File: src/rtl/pc_seq_pkg.sv
// pc_seq_pkg: redirect source priorities, sequencer states and the target alignment check.
package pc_seq_pkg;
  typedef enum logic [1:0] {SRC_SEQ, SRC_BRANCH, SRC_JUMP, SRC_EXC} src_e;
  typedef enum logic {RUN, PEND} state_e;
  function automatic logic misaligned(input logic [63:0] a, input int unsigned bits);
    return (a & ((64'd1 << bits) - 64'd1)) != 64'd0;
  endfunction
endpackage

File: src/rtl/pc_sequencer_if.sv
// pc_sequencer_if: redirect inputs and fetch-address outputs of the PC sequencer.
interface pc_sequencer_if #(parameter int WIDTH = 32);
  logic stall, fetch_ready, branch_taken, jump, exception;
  logic [WIDTH-1:0] branch_target, jump_target, pc_out, pc_plus_inc;
  logic pc_valid, redirect_pending, misalign;
  modport master (output stall, fetch_ready, branch_taken, branch_target, jump, jump_target, exception,
                  input pc_out, pc_valid, pc_plus_inc, redirect_pending, misalign);
  modport slave (input stall, fetch_ready, branch_taken, branch_target, jump, jump_target, exception,
                 output pc_out, pc_valid, pc_plus_inc, redirect_pending, misalign);
endinterface

File: src/rtl/pc_redirect_arbiter.sv
// pc_redirect_arbiter: picks the next-PC source and target from live inputs and the pending buffer.
module pc_redirect_arbiter
  import pc_seq_pkg::*;
#(
  parameter int WIDTH = 32,
  parameter logic [WIDTH-1:0] EXC_VECTOR = 32'h8000_0180,
  parameter int unsigned ALIGN_BITS = 2
) (
  input  logic             i_valid,
  input  logic             i_branch,
  input  logic [WIDTH-1:0] i_branch_tgt,
  input  logic             i_jump,
  input  logic [WIDTH-1:0] i_jump_tgt,
  input  logic             i_exc,
  input  logic [WIDTH-1:0] i_seq_tgt,
  input  src_e             i_buf_src,
  input  logic [WIDTH-1:0] i_buf_tgt,
  output src_e             o_src,
  output logic [WIDTH-1:0] o_tgt,
  output logic             o_misalign
);
  src_e w_raw_src, w_in_src;
  logic [WIDTH-1:0] w_raw_tgt, w_in_tgt;
  logic w_mis, w_use_in;
  assign w_raw_src = !i_valid ? SRC_SEQ : i_exc ? SRC_EXC : i_jump ? SRC_JUMP : i_branch ? SRC_BRANCH : SRC_SEQ;
  assign w_raw_tgt = i_jump ? i_jump_tgt : i_branch_tgt;
  assign w_mis = (w_raw_src == SRC_JUMP || w_raw_src == SRC_BRANCH) && misaligned(64'(w_raw_tgt), ALIGN_BITS);
  assign w_in_src = w_mis ? SRC_EXC : w_raw_src;
  assign w_in_tgt = (w_in_src == SRC_EXC) ? EXC_VECTOR : (w_in_src == SRC_SEQ) ? i_seq_tgt : w_raw_tgt;
  // An empty buffer holds SRC_SEQ, so the live input always wins in RUN; ties favour the live input.
  assign w_use_in = w_in_src >= i_buf_src;
  assign o_src = w_use_in ? w_in_src : i_buf_src;
  assign o_tgt = w_use_in ? w_in_tgt : i_buf_tgt;
  assign o_misalign = w_mis & w_use_in;
endmodule

File: src/rtl/pc_sequencer.sv
// pc_sequencer: fetch-stage PC register with prioritised redirects and a one-deep redirect buffer.
module pc_sequencer
  import pc_seq_pkg::*;
#(
  parameter int WIDTH = 32,
  parameter logic [WIDTH-1:0] INC = 4,
  parameter logic [WIDTH-1:0] RESET_VECTOR = '0,
  parameter logic [WIDTH-1:0] EXC_VECTOR = 32'h8000_0180,
  parameter int unsigned ALIGN_BITS = 2
) (
  input logic clk,
  input logic rst_n,
  pc_sequencer_if.slave bus
);
  state_e r_state, w_state_nx;
  src_e r_buf_src, w_sel_src;
  logic [WIDTH-1:0] r_pc, r_buf_tgt, w_sel_tgt, w_pc_inc;
  logic r_valid, w_advance, w_misalign;
  assign w_advance = r_valid & ~bus.stall & bus.fetch_ready;
  assign w_pc_inc = r_pc + INC;
  pc_redirect_arbiter #(.WIDTH(WIDTH), .EXC_VECTOR(EXC_VECTOR), .ALIGN_BITS(ALIGN_BITS)) u_arb (
    .i_valid(r_valid),
    .i_branch(bus.branch_taken),
    .i_branch_tgt(bus.branch_target),
    .i_jump(bus.jump),
    .i_jump_tgt(bus.jump_target),
    .i_exc(bus.exception),
    .i_seq_tgt(w_pc_inc),
    .i_buf_src(r_buf_src),
    .i_buf_tgt(r_buf_tgt),
    .o_src(w_sel_src),
    .o_tgt(w_sel_tgt),
    .o_misalign(w_misalign)
  );
  always_comb begin
    w_state_nx = w_advance ? RUN : (w_sel_src != SRC_SEQ) ? PEND : r_state;
  end
  always_ff @(posedge clk) begin
    if (!rst_n) begin
      r_state   <= RUN;
      r_pc      <= RESET_VECTOR;
      r_valid   <= 1'b0;
      r_buf_src <= SRC_SEQ;
      r_buf_tgt <= '0;
    end else begin
      r_state   <= w_state_nx;
      r_valid   <= 1'b1;
      r_buf_src <= w_advance ? SRC_SEQ : w_sel_src;
      r_buf_tgt <= w_advance ? '0 : w_sel_tgt;
      if (w_advance) r_pc <= w_sel_tgt;
    end
  end
  assign bus.pc_out = r_pc;
  assign bus.pc_valid = r_valid;
  assign bus.pc_plus_inc = w_pc_inc;
  assign bus.redirect_pending = (r_state == PEND);
  assign bus.misalign = w_misalign;
endmodule

File: src/flat_wrapper.sv
// flat-port wrapper written by rule: the top's interface ports become plain ports
module pc_sequencer_flat import pc_seq_pkg::*;
#(
  parameter int WIDTH = 32,
  parameter logic [WIDTH-1:0] INC = 4,
  parameter logic [WIDTH-1:0] RESET_VECTOR = '0,
  parameter logic [WIDTH-1:0] EXC_VECTOR = 32'h8000_0180,
  parameter int unsigned ALIGN_BITS = 2
)
  (clk, rst_n, bus_stall, bus_fetch_ready, bus_branch_taken, bus_branch_target, bus_jump, bus_jump_target, bus_exception, bus_pc_out, bus_pc_valid, bus_pc_plus_inc, bus_redirect_pending, bus_misalign);
  pc_sequencer_if #(.WIDTH(WIDTH)) bus_i ();
  input logic clk;
  input logic rst_n;
  input wire logic [$bits(bus_i.stall)-1:0] bus_stall;
  input wire logic [$bits(bus_i.fetch_ready)-1:0] bus_fetch_ready;
  input wire logic [$bits(bus_i.branch_taken)-1:0] bus_branch_taken;
  input wire logic [$bits(bus_i.branch_target)-1:0] bus_branch_target;
  input wire logic [$bits(bus_i.jump)-1:0] bus_jump;
  input wire logic [$bits(bus_i.jump_target)-1:0] bus_jump_target;
  input wire logic [$bits(bus_i.exception)-1:0] bus_exception;
  output wire logic [$bits(bus_i.pc_out)-1:0] bus_pc_out;
  output wire logic [$bits(bus_i.pc_valid)-1:0] bus_pc_valid;
  output wire logic [$bits(bus_i.pc_plus_inc)-1:0] bus_pc_plus_inc;
  output wire logic [$bits(bus_i.redirect_pending)-1:0] bus_redirect_pending;
  output wire logic [$bits(bus_i.misalign)-1:0] bus_misalign;
  assign bus_i.stall = bus_stall;
  assign bus_i.fetch_ready = bus_fetch_ready;
  assign bus_i.branch_taken = bus_branch_taken;
  assign bus_i.branch_target = bus_branch_target;
  assign bus_i.jump = bus_jump;
  assign bus_i.jump_target = bus_jump_target;
  assign bus_i.exception = bus_exception;
  assign bus_pc_out = bus_i.pc_out;
  assign bus_pc_valid = bus_i.pc_valid;
  assign bus_pc_plus_inc = bus_i.pc_plus_inc;
  assign bus_redirect_pending = bus_i.redirect_pending;
  assign bus_misalign = bus_i.misalign;
  pc_sequencer #(.WIDTH(WIDTH), .INC(INC), .RESET_VECTOR(RESET_VECTOR), .EXC_VECTOR(EXC_VECTOR), .ALIGN_BITS(ALIGN_BITS)) u_core (.clk(clk), .rst_n(rst_n), .bus(bus_i));
endmodule
File: config.mk
export PLATFORM = sky130hd
export DESIGN_NAME = pc_sequencer_flat
export DESIGN_NICKNAME = d
export VERILOG_FILES = /design/src/rtl/pc_seq_pkg.sv /design/src/rtl/pc_sequencer_if.sv /design/src/rtl/pc_redirect_arbiter.sv /design/src/rtl/pc_sequencer.sv /design/src/flat_wrapper.sv
export SDC_FILE = /design/constraint.sdc
export NUM_CORES = 1
export LEC_CHECK = 0
export ABC_AREA = 1
export BUFFER_PORTS_ARGS = -buffer_cell sky130_fd_sc_hd__buf_2
export CORE_MARGIN = 2
export CORE_UTILIZATION = 51
export CTS_CLUSTER_DIAMETER = 50
export DETAILED_ROUTE_END_ITERATION = 16
export PLACE_DENSITY = 0.92
export SYNTH_ARGS = -nofsm -noshare
export SYNTH_HDL_FRONTEND = slang
export SYNTH_SLANG_ARGS = --single-unit
File: constraint.sdc
create_clock -name clk -period 2.5 [get_ports clk]
set_clock_uncertainty 0.1 [all_clocks]
set_input_delay 0.25 -clock clk [delete_from_list [all_inputs] [get_ports clk]]
set_output_delay 0.25 -clock clk [all_outputs]
set_load 0.02 [all_outputs]
==> run_results.csv, run 1 <==
group,metric,value,unit
clock_tree,cts_tree,"built",
setup_path,crit_chain,"ha_2 > inv_1 > nor2_2 > nand2_1 > nor2_1 > xor2_1 > inv_1 > buf_2",
placed_design,io_buffers,137,
sta,rsz0062_at_grt,"false",
synth,syn_area,0.00415,mm2
global_route,grt_pass1_vias,4438,
setup_path,path_buf_inv,3,
pwr,irDropWorstVdd,0.285,mV
clock_tree,cts.path.max_buffers,2,
sta,drv_slew,0,
clock_tree,cts_setup_buffers,0,
layout,stdcell_count,929,
hold_path,hold_start,"bus_stall",
detailed_routing,routed_wl,12.5,mm
hold_path,hold-path-endpoint,"u_core.bus.pc_out[8]$_SDFFE_PN0P_",
clock_tree,clock-sinks,68,
global_route,grt_max_degree,36,
synth,yosys_warnings,0,
setup_path,r2r_start,"u_core.bus.pc_valid$_DFF_P_",
synth,seq_area_frac_synth,32.8,%
flow_run,drv_cap,0,
setup_path,cp_top_family,"simple AND/OR/NAND/NOR gates",
hold_path,hold_class,"input port to register",
setup_path,crit_path_frequent_cell,"inv_1",
synth,ys_types,31,
sta,tightest_slew,0.385,ns
global_route,grt_usage,28.8,%
placed_design,dp.cells,912,
sta,hold_viol,0,
setup_path,startpoint,"u_core.bus.pc_out[3]$_SDFFE_PN0P_",
detailed_routing,drt_iter0_drc,232,
hold_path,hold_depth,3,
detailed_routing,vias,4824,
setup_path,arrival,2.02,ns
placed_design,routabilityCongestion,0.953,
floorplanning,rows,32,
detailed_routing,antenna_left,0,
sta,timing.final.crit_share,94.7,%
setup_path,reg2reg_to,"u_core.bus.pc_out[31]$_SDFFE_PN0P_",
detailed_routing,drc,0,
layout,fillers,711,
clock_tree,clk_latency,0.36,ns
clock_tree,clock_tree.root_cell,"clkbuf_8",
synth,synthCells,689,
global_route,antenna_found_initial,0,
setup_path,crit_type,"register to output pin",
floorplanning,die_h,94.2,um
layout,n_antenna_cell,0,
floorplanning,ios,138,
sta,min_period,2.37,ns
status,status,"finished clean",
layout,drive_above_1_share,24.4,%
setup_path,crit_path_max_fanout,4,
setup_path,critPathLaunchType,"register",
sta,relSlewSlack,74.3,%
setup_path,end_kind,"output pin",
pwr,leakage,2.64,nW
pwr,p_per_area,510,mW/mm2
layout,syn_to_final_growth,23.3,%
floorplanning,coreArea,0.00781,mm2
setup_path,reg2reg_setup_slack,0.38,ns
global_route,grt_pass1_wl,19.9,mm
detailed_routing,viasPerCell,5.19,
setup_path,reg2regPathDepth,10,
synth,avgSynthCellArea,6.02,um2
clock_tree,cts_made_buffers,9,
global_route,gr-total-overflow,0,
sta,setup-violations-final,0,
floorplanning,die_area,0.00887,mm2
detailed_routing,wire_per_inst,13.5,um
setup_path,cp_slowest_stage_delay,0.39,ns
synth,synthesis.nets,762,
detailed_routing,firstDrtPassIters,5,
floorplanning,die_w,94.2,um
sta,fmax,0.422,GHz
placed_design,dp_hpwl,9.23,mm
sta,tns,0,ns
setup_path,cp_slowest_cell,"dfxtp_1",
synth,synth_seq_cells,68,
floorplanning,start_util,53.1,%
clock_tree,htreeDepth,3,
layout,nets,895,
setup_path,cp.required,2.15,ns
clock_tree,clk_pin_slew,0.07,ns
layer usage:
layer	part of all wire, %	global-route usage (%)	up-vias
met4	3.1	13.2	0
met5	0	0	-
met1	40	34.7	2148
li1	-	-	2413
met2	48	49.7	227
met3	8.4	4.98	36
registers in the layout (all words and copies together) (netlist names):
name	count
u_core.bus.pc_out	32
u_core.r_buf_tgt	32
u_core.r_buf_src	2
u_core.bus.pc_valid	1
u_core.bus.redirect_pending	1
logic make-up after synthesis:
logic type | share of synthesized area (%)
and+or+nand+nor | 43.9
adders and majority gates | 0.604
xor gates and xnor gates | 2.32
DFF | 32.8
buffers and inverters | 9.09
AOI/OAI and AO/OA | 11.3
power breakdown:
group          switching [mW]  leakage [nW]  internal [mW]
Clock                   0.427        0.0889          0.380
Sequential             0.0424         0.556           1.15
Combinational           0.390          2.00          0.217
stage by stage:
step | instance area [um2] | power (mW) | util (%) | hold slack (ns) | setup WS [ns]
2_1_floorplan | 4150 | 1.63 | - | 0.178 | 0.418
3_3_place_gp | 4910 | 1.80 | 62.9 | 0.298 | 0.252
3_5_place_dp | 4910 | 1.82 | 62.9 | 0.306 | 0.185
4_1_cts | 5090 | 2.61 | 65.2 | 0.154 | 0.0240
5_1_grt | 5110 | 2.73 | 65.5 | 0.190 | 0.00218
6_report | 5110 | 2.61 | 65.5 | 0.164 | 0.131
cell type report:
| class | count | area [um2] | area share, % |
|---|---|---|---|
| inverters | 62 | 235 | 4.60 |
| well taps | 102 | 128 | 2.50 |
| multi-input cells | 531 | 2430 | 47.5 |
| clock buffers | 11 | 141 | 2.77 |
| flip-flops and latches | 68 | 1360 | 26.7 |
| repair buffers | 150 | 786 | 15.4 |
| clock inverters | 5 | 27.5 | 0.539 |
layout by cell type, fill, tap and decap left out, types with 2 or more instances in the layout:
| cell | netlist | routed |
|---|---|---|
| nand2_1 | 284 | 284 |
| buf_2 | 2 | 137 |
| dfxtp_1 | 68 | 66 |
| nor2_1 | 64 | 62 |
| inv_1 | 59 | 59 |
| nand3_1 | 45 | 45 |
| o21ai_0 | 30 | 30 |
| a21oi_1 | 20 | 20 |
| o21ai_1 | 16 | 16 |
| and2_1 | 13 | 13 |
| buf_4 | 5 | 12 |
| or2_2 | 11 | 11 |
| clkbuf_8 | 0 | 10 |
| o211ai_1 | 9 | 9 |
| xor2_1 | 8 | 8 |
| o21ai_2 | 8 | 8 |
| nand2_2 | 6 | 6 |
| clkinv_2 | 0 | 4 |
| nor2_4 | 1 | 3 |
| nand4_1 | 3 | 3 |
| nand3b_1 | 3 | 3 |
| xnor2_1 | 3 | 3 |
| nor2_2 | 2 | 2 |
| dfxtp_2 | 0 | 2 |
cell usage after synthesis:
cell | count | area, um2
inv_2 | 1 | 3.75
nor3_1 | 1 | 5.00
clkinv_1 | 1 | 3.75
nand2_4 | 1 | 11.3
buf_6 | 2 | 22.5
a21oi_1 | 20 | 100
nand3_1 | 45 | 225
buf_1 | 2 | 7.51
buf_2 | 2 | 10.0
o211ai_1 | 9 | 67.6
inv_4 | 1 | 6.26
nand2_2 | 6 | 37.5
inv_1 | 59 | 221
nand4_1 | 3 | 18.8
nor2_1 | 64 | 240
o21ai_2 | 8 | 70.1
nor2_2 | 2 | 12.5
o21ai_1 | 16 | 80.1
o21ai_0 | 30 | 150
clkbuf_1 | 17 | 63.8
dfxtp_1 | 68 | 1360
nand3b_1 | 3 | 22.5
nand2_1 | 284 | 1070
or2_2 | 11 | 68.8
nor2_4 | 1 | 11.3
nand3_4 | 1 | 17.5
xnor2_1 | 3 | 26.3
and2_1 | 13 | 81.3
xor2_1 | 8 | 70.1
buf_4 | 5 | 37.5
ha_1 | 2 | 25.0
repair_timing:
action,CTS,global route
setup endpoints to repair,0,9
hold buffers,1,0
gates resized for setup,0,6
endpoints found under the hold margin,1,0
worst reg2reg max path, cell delays in order (launching register included):
cell,delay [ns]
dfxtp_1,0.36
o21ai_1,0.11
ha_1,0.31
nand2_2,0.10
nand2_2,0.08
nand2_2,0.19
nand3_4,0.27
inv_2,0.23
nand3_1,0.11
nand3_1,0.09
nand2_1,0.05
how the worst max path moves through the flow:
| stage | to | slack [ns] | cells after the start |
|---|---|---|---|
| after floorplan | u_core.bus.pc_out[20]$_SDFFE_PN0P_ | 0.42 | 12 |
| after global placement | u_core.bus.pc_out[31]$_SDFFE_PN0P_ | 0.25 | 12 |
| after detailed placement | u_core.bus.pc_out[31]$_SDFFE_PN0P_ | 0.19 | 12 |
| after CTS | bus_pc_plus_inc[31] | 0.02 | 7 |
| after global routing | bus_pc_plus_inc[18] | 0.002 | 8 |
| final | bus_pc_plus_inc[18] | 0.13 | 8 |
Power figures use the tool's default switching activity.
==> inputs of run 2 (changes only) <==
- CORE_UTILIZATION: 51 -> 52
- CTS_CLUSTER_DIAMETER: 50 -> 60
- SKIP_LAST_GASP: default -> 1
- SYNTH_HIERARCHICAL: default -> 1
==> run_results.csv, run 2 <==
group,metric,value,unit
clock_tree,cts_made_buffers,9,
pwr,leakage,2.78,nW
detailed_routing,routed_wl,13.4,mm
detailed_routing,viasPerCell,5.37,
sta,min_period,2.39,ns
global_route,grt_max_degree,39,
setup_path,cp_slowest_stage_delay,0.41,ns
synth,async_flop_share,0,%
synth,synth_commonest_cells,"220 x nand2_1, 93 x nor2_1, 69 x nand3_1",
setup_path,cp.required,2.15,ns
setup_path,arrival,2.04,ns
setup_path,path_buf_inv,1,
layout,syn_to_final_growth,23.3,%
sta,relSlewSlack,60.3,%
sta,hold_viol,0,
detailed_routing,drt_iter0_drc,394,
sta,setup-violations-final,0,
global_route,gr-total-overflow,0,
floorplanning,coreArea,0.00818,mm2
detailed_routing,firstDrtPassIters,5,
synth,seq_area_frac_synth,31.3,%
setup_path,crit_path_max_fanout,4,
clock_tree,cts.path.max_buffers,2,
pwr,irDropWorstVdd,0.331,mV
hold_path,hold_class,"input port to register",
floorplanning,die_area,0.00911,mm2
layout,final_common_cell,"nand2_1",
sta,drv_slew,0,
layout,n_antenna_cell,0,
layout,fillers,731,
pwr,p_per_area,586,mW/mm2
sta,timing.final.crit_share,95.6,%
sta,tns,0,ns
floorplanning,ios,138,
layout,multiInputGateArea,0.00256,mm2
sta,tightest_slew,0.595,ns
placed_design,io_buffers,137,
global_route,antenna_found_initial,0,
pwr,power,3.14,mW
setup_path,cp_top_family,"simple AND/OR/NAND/NOR gates",
sta,fmax,0.419,GHz
synth,synth_largest_area_cell,"dfxtp_1",
setup_path,crit_type,"register to output pin",
setup_path,crit_chain,"ha_1 > nand2_1 > nor2_4 > nand2_1 > nor2_2 > nand3b_1 > nand2_1 > buf_2",
synth,synth_flop_cell,"dfxtp_1",
clock_tree,htreeDepth,3,
synth,synthesis.nets,779,
setup_path,critPathLaunchType,"register",
synth,ys_types,31,
clock_tree,clock-sinks,68,
detailed_routing,drc,0,
layout,final_cell_mix,"220 x nand2_1, 137 x buf_2, 92 x nor2_1",
synth,synth-edff-count,0,
detailed_routing,vias,5042,
placed_design,routabilityCongestion,0.957,
synth,synthCells,706,
setup_path,end_kind,"output pin",
synth,synth.most_common_cell,"nand2_1",
placed_design,dp_hpwl,9.43,mm
synth,syn_area,0.00435,mm2
clock_tree,hold_buffers,0,
synth,synthTopCellsByArea,"dfxtp_1 31%, nand2_1 19%, nor2_1 8.0%",
detailed_routing,antenna_left,0,
synth,synth_seq_cells,68,
flow_run,drv_cap,0,
layout,drive_above_1_share,24.3,%
synth,avgSynthCellArea,6.16,um2
detailed_routing,wire_per_inst,14.3,um
floorplanning,rows,33,
clock_tree,cts_tree,"built",
setup_path,crit_path_frequent_cell,"nand2_1",
clock_tree,clk_latency,0.35,ns
status,status,"finished clean",
synth,yosys_warnings,6,
synth,synth_top_area_share,31.3,%
layout,ff_latch_area,0.00136,mm2
floorplanning,start_util,53.2,%
global_route,grt_pass1_vias,4487,
floorplanning,die_h,95.4,um
global_route,grt_pass1_wl,21.1,mm
global_route,grt_usage,29.7,%
floorplanning,die_w,95.4,um
clock_tree,clk_pin_slew,0.07,ns
clock_tree,clock_tree.root_cell,"clkbuf_8",
layout,nets,902,
setup_path,cp_slowest_cell,"dfxtp_1",
sta,rsz0062_at_grt,"false",
layout,stdcell_count,939,
placed_design,dp.cells,923,
## run 2: cells by family (layout without fill, tap and decap cells)
logic type      Yosys count  in the layout  synth area share (%)
fa+ha+maj                 2              2                 0.576
flops                    68             68                  31.3
simple gates            420            420                  43.1
buf+inv                 101            229                  10.2
compound gates          100            100                  11.6
xor+xnor                 15             15                  3.20
## run 2: repair_timing
| action | in CTS | in global routing |
|---|---|---|
| endpoints found under the setup margin | 0 | 10 |
| gates resized for setup | 0 | 2 |
| setup buffers | 0 | 0 |
## run 2: final timing paths
| check | end | cells past startpoint | startpoint | slack, ns |
|---|---|---|---|---|
| worst max-delay path | bus_pc_plus_inc[24] | 8 | u_core/bus.pc_out[3]$_SDFFE_PN0P_ | 0.11 |
| worst min register to register | u_core/bus.redirect_pending$_SDFFE_PP0P_ | 2 | u_core/bus.redirect_pending$_SDFFE_PP0P_ | 0.39 |
| worst min-delay path | u_core/bus.pc_out[1]$_SDFFE_PN0P_ | 3 | bus_stall | 0.23 |
| worst max register to register | u_core/bus.pc_out[16]$_SDFFE_PN0P_ | 12 | u_core/bus.pc_out[3]$_SDFFE_PN0P_ | 0.15 |
## run 2: final cells by class
class / count / share of cell area, %
inverters: 62 / 4.39
multi-input cells: 537 / 47.9
clock buffers: 12 / 2.90
well taps: 105 / 2.45
flip-flops and latches: 68 / 25.4
clock inverters: 4 / 1.77
repair buffers: 151 / 15.2
## run 2: power breakdown
group / total (mW) / internal (mW) / switching, mW / leakage [nW]
clock network: 1.13 / 0.716 / 0.416 / 0.127
registers: 1.22 / 1.16 / 0.0583 / 0.557
logic: 0.784 / 0.273 / 0.511 / 2.09
total: 3.14 / 2.15 / 0.985 / 2.78
## run 2: routing by layer
metal	track usage [%]	share of wire, %	vias up
met4	13.3	2.8	0
met5	0	0	-
met2	50.0	47	261
li1	-	-	2460
met1	37.7	41	2284
met3	4.19	8.8	37
## run 2: worst min-delay path, delay by kind of cell
family	cells	cell delay, ns
AOI/OAI and AO/OA	1	0.16
buffers and inverters	1	0.12
and+or+nand+nor	1	0.12
## run 2: metrics by stage
step	instance area [um2]	hold slack (ns)	util, %	worst slack (ns)
5_1_grt	5360	0.244	65.5	0.00456
3_3_place_gp	5100	0.372	62.3	0.210
2_1_floorplan	4350	0.178	-	0.243
6_report	5360	0.234	65.5	0.111
3_5_place_dp	5100	0.379	62.3	0.143
4_1_cts	5350	0.220	65.4	0.126
